==> config.mk <==
export PLATFORM = sky130hd
export DESIGN_NAME = sound_state_ctl
export DESIGN_NICKNAME = d
export VERILOG_FILES = /design/src/rtl/sound_state_ctl.sv
export SDC_FILE = /design/constraint.sdc
export NUM_CORES = 1
export LEC_CHECK = 0
export BUFFER_PORTS_ARGS = -buffer_cell sky130_fd_sc_hd__buf_4
export CORE_ASPECT_RATIO = 0.8
export CORE_UTILIZATION = 61
export CTS_CLUSTER_DIAMETER = 100
export CTS_CLUSTER_SIZE = 14
export DETAILED_ROUTE_END_ITERATION = 8
export PLACE_DENSITY = 0.79
export SLEW_MARGIN = 20
export SYNTH_ARGS = -nofsm -noshare
export SYNTH_HDL_FRONTEND = slang
export SYNTH_SLANG_ARGS = --single-unit
==> constraint.sdc <==
create_clock -name clk -period 3.25 [get_ports clk]
set_input_delay 0.65 -clock clk [delete_from_list [all_inputs] [get_ports clk]]
set_output_delay 0.65 -clock clk [all_outputs]
set_load 0.005 [all_outputs]
==> src/rtl/sound_state_ctl.sv <==
// sound_state_ctl -- sound selector FSM for the audio top.
//
// Rising edges on the game-logic levels select what the audio path plays.
// WIN and LOSE play a timed jingle. When the jingle times out the block
// returns to IDLE and pulses done. A new game_start aborts any jingle.
//
// Ports:
//   clk        in   system clock, all logic on posedge
//   rst_n      in   asynchronous active-low reset
//   game_start in   level; rising edge requests the game soundtrack
//   game_win   in   level; rising edge requests the win jingle
//   game_lose  in   level; rising edge requests the lose jingle
//   state[1:0] out  00 IDLE, 01 GAME, 10 WIN, 11 LOSE (registered)
//   busy       out  high while state is WIN or LOSE (registered)
//   done       out  one-cycle pulse after a jingle times out (registered)
module sound_state_ctl #(
    parameter logic [31:0] WIN_CYCLES  = 32'd300000000,
    parameter logic [31:0] LOSE_CYCLES = 32'd400000000
) (
    input  logic       clk,
    input  logic       rst_n,
    input  logic       game_start,
    input  logic       game_win,
    input  logic       game_lose,
    output logic [1:0] state,
    output logic       busy,
    output logic       done
);

    typedef enum logic [1:0] {
        ST_IDLE = 2'b00,
        ST_GAME = 2'b01,
        ST_WIN  = 2'b10,
        ST_LOSE = 2'b11
    } state_t;

    state_t      cur_state, nxt_state;
    logic [31:0] timer, nxt_timer;
    logic        nxt_busy, nxt_done;
    logic        prev_start, prev_win, prev_lose;
    logic        edge_start, edge_win, edge_lose;

    // The previous-value registers reset high, so a level that is already
    // high when reset is released does not count as an edge.
    always_ff @(posedge clk or negedge rst_n) begin
        if (!rst_n) begin
            prev_start <= 1'b1;
            prev_win   <= 1'b1;
            prev_lose  <= 1'b1;
        end else begin
            prev_start <= game_start;
            prev_win   <= game_win;
            prev_lose  <= game_lose;
        end
    end

    assign edge_start = game_start & ~prev_start;
    assign edge_win   = game_win   & ~prev_win;
    assign edge_lose  = game_lose  & ~prev_lose;

    always_ff @(posedge clk or negedge rst_n) begin
        if (!rst_n) begin
            cur_state <= ST_IDLE;
            timer     <= '0;
            busy      <= 1'b0;
            done      <= 1'b0;
        end else begin
            cur_state <= nxt_state;
            timer     <= nxt_timer;
            busy      <= nxt_busy;
            done      <= nxt_done;
        end
    end

    // The timer is zero outside the jingles. A jingle leaves at
    // CYCLES-1, which is below 2^32-1, so the increment never wraps.
    always_comb begin
        nxt_state = cur_state;
        nxt_timer = '0;
        nxt_done  = 1'b0;
        unique case (cur_state)
            ST_IDLE: begin
                if (edge_start) nxt_state = ST_GAME;
            end
            ST_GAME: begin
                if (edge_lose)     nxt_state = ST_LOSE;
                else if (edge_win) nxt_state = ST_WIN;
            end
            ST_WIN: begin
                if (edge_start) begin
                    nxt_state = ST_GAME;
                end else if (timer == WIN_CYCLES - 32'd1) begin
                    nxt_state = ST_IDLE;
                    nxt_done  = 1'b1;
                end else begin
                    nxt_timer = timer + 32'd1;
                end
            end
            ST_LOSE: begin
                if (edge_start) begin
                    nxt_state = ST_GAME;
                end else if (timer == LOSE_CYCLES - 32'd1) begin
                    nxt_state = ST_IDLE;
                    nxt_done  = 1'b1;
                end else begin
                    nxt_timer = timer + 32'd1;
                end
            end
            default: nxt_state = ST_IDLE;
        endcase
        nxt_busy = (nxt_state == ST_WIN) || (nxt_state == ST_LOSE);
    end

    assign state = cur_state;

endmodule

==> run metrics <==
Routed Antenna Nets=0; critical path's largest stage delay=0.88 ns; clk_skew=0.00509 ns; Post-Synthesis Net Count=between 200 and 250; setup violators final=0; crit path max-delay cell type=or4_1; Rel. slew slack=32.9%; die width=68.0 µm; clock-pin slew on the worst setup and hold paths=0.07 ns; initial antenna violation count=0; mux share of post-synthesis cell area=0%; dpl hpwl=between 3000 and 4000 µm; placed cell area=2210 µm²; f_max=414 MHz; hold-fix buffers at CTS=0; Synth warnings=0; Avg Cell Area, Syn=slightly below 10 µm²; nets=approximately 230; Synth Area in Simple Gates=between 30% and 40%; Buffers & Inverters on Critical Path=0; Avg WL per Cell=17.5 µm; Initial Util=66.5%; clock latency on the worst-skew pair=0.29 ns; RSZ-0062 raised after global routing=false; Mapped Area=2130 µm²; CP top delay family=simple AND/OR/NAND/NOR gates; Vias per Instance=6.76; setup ws final=0.832 ns; VDD IR max=approximately 350 µV; CP Launch Type=flip-flop; Unique masters post-synth=38; vias in the first global route=approximately 1600; total negative slack=0 ns; setup bufs post-CTS=0; worst slew pin tran=1.01 ns; largest net degree at the start of global routing=40; adder-cell share of the synthesized area=0.588%; die area=3730 µm²; count of pins over their slew limit=0; total track usage=28.9%; grt ovf=0; Final min period=around 2.4 ns; largest family of logic cells by synthesized area=simple AND/OR/NAND/NOR gates; FP Rows=18; via count=1813; WL final=4690 µm; clock sink count=39; pre-CTS setup slack=0.890 ns; crit-path cells=nand3_2, or4_1, or4_1, a211oi_1; CTS tree=done; core area=between 3000 and 4000 µm²; Area Growth Syn to Fin=8.47%; MaxCap Viol Count=0; compound-cell area share of the yosys netlist=13.9%; crit share post-route=74.4%; Post-CTS Resized=0; share of cells above drive strength 1=11.8%; Worst setup EP type=flip-flop; Max FO, Critical Path=22; root buffer cell=clkbuf_8; commonest non-fill, non-tap cell in the layout=dfrtp_1; Die Y=54.8 µm; Initial DRT Pass Iterations=4; type of the worst min-delay path=input port to async pin; diode count=0; flops & latches, synth=39; Setup CP Type=flip-flop to flip-flop; outcome=complete, no violations; DRC Markers=0; GPL Wtd Cong=0.846; crit-path most repeated cell=or4_1; most frequent cells in the layout=dfrtp_1 (36), nor3_1 (21), nand2_1 (15), a211oi_1 (15); CP required=3.43 ns; pwr/cell area=461 nW/µm²; I/O pin count=9; crit path DAT=2.60 ns; post-route cell area=~2300 µm²; first-pass GRT wire length=7710 µm; sequential share of the synthesized area=around 46%; xor/xnor share of the synthesized area=5.35%; DR iter-0 viols=144; flop2flop setup slack=about 0.83 ns; port bufs=8; clk buf depth=2; CTS Buf Count=5; Post-Syn Instances=between 200 and 250; Leak=0.840 nW; htree depth=2; Hold Vio Cnt, Final=0
[where the power goes]
part	switching (mW)	internal [mW]	leakage, nW
clock network	0.162	0.194	0.0515
registers	0.0266	0.518	0.525
logic	0.0968	0.0668	0.263
total	0.285	0.778	0.840
[state kept, by name (all words and copies together), names as in the netlist]
name	cells
timer	32
state	2
busy	1
done	1
prev_lose	1
prev_start	1
prev_win	1
[cell families after synthesis]
| family | count (synthesis) |
|---|---|
| adder cells (fa/ha/maj) | 1 |
| XOR/XNOR | 13 |
| buffers and inverters | 15 |
| AO/OA/AOI/OAI | 40 |
| flip-flops | 39 |
| AND/OR/NAND/NOR | 110 |
[worst register-to-register path, delay by kind of cell (launching register included)]
family	cells	cell delay [ns]
and+or+nand+nor	3	1.58
DFF	1	0.43
AOI/OAI and AO/OA	1	0.30
[cell type report]
type / instances / area (µm²)
clock buffer: 8 / 100
tap: 40 / 50.0
timing repair buffer: 12 / 90.1
multi-input combinational: 164 / 1070
fill: 232 / 890
inverter: 5 / 18.8
sequential: 39 / 980
[path summary, 6_finish.rpt]
path / cells after the start / startpoint / endpoint
worst max-delay path: 4 / timer[5] / timer[20]
worst min-delay path: 1 / rst_n / state[1]
worst max register to register: 4 / timer[5] / timer[20]
worst min register to register: 1 / timer[0] / timer[0]
max in group asynchronous: 1 / rst_n / prev_start
min in group clk: 1 / game_start / prev_start
[synthesized netlist by cell type]
master | instances | area (µm²)
nor4_1 | 5 | 31.3
nand3_1 | 7 | 35.0
o21ai_0 | 7 | 35.0
a21oi_1 | 3 | 15.0
and2_1 | 2 | 12.5
ha_1 | 1 | 12.5
o211a_1 | 1 | 10.0
clkbuf_1 | 7 | 26.3
or4_1 | 12 | 90.1
xnor2_1 | 8 | 70.1
inv_1 | 5 | 18.8
xor2_1 | 5 | 43.8
nor3b_1 | 1 | 7.51
or3_1 | 8 | 50.1
or2_0 | 1 | 6.26
or2_2 | 2 | 12.5
or4b_1 | 1 | 10.0
a211oi_1 | 15 | 113
o32ai_1 | 1 | 8.76
dfstp_2 | 3 | 78.8
nand2_1 | 15 | 56.3
o31ai_1 | 8 | 60.1
or4_4 | 1 | 11.3
and3_1 | 7 | 43.8
o21bai_1 | 1 | 7.51
nor2_1 | 4 | 15.0
nor3_1 | 21 | 105
and4_1 | 4 | 35.0
nor2b_1 | 3 | 18.8
o22ai_1 | 2 | 12.5
a31oi_1 | 1 | 6.26
nor4bb_1 | 1 | 10.0
a2111oi_4 | 1 | 27.5
dfrtp_1 | 36 | 901
nand2b_1 | 2 | 12.5
nand4_1 | 12 | 75.1
nand3_2 | 1 | 10.0
buf_6 | 3 | 33.8
[routing by layer]
| layer | track usage (%) | routed length (µm) | vias to the layer above |
|---|---|---|---|
| li1 | - | - | 866 |
| met1 | 40.3 | 2240 | 885 |
| met2 | 43.1 | 2180 | 58 |
| met3 | 8.54 | 246 | 4 |
| met4 | 8.68 | 25 | 0 |
| met5 | 0 | 0 | - |
[metrics by stage]
step	utilization [%]	power, mW	cells	hold slack [ns]
floorplan	-	0.644	218	0.354
global placement	69.1	0.711	260	0.479
detailed placement	69.1	0.717	260	0.489
CTS	72.2	1.07	268	0.333
global route	72.2	1.12	268	0.360
finish	72.2	1.06	268	0.309
(Power assumes the default switching activity.)
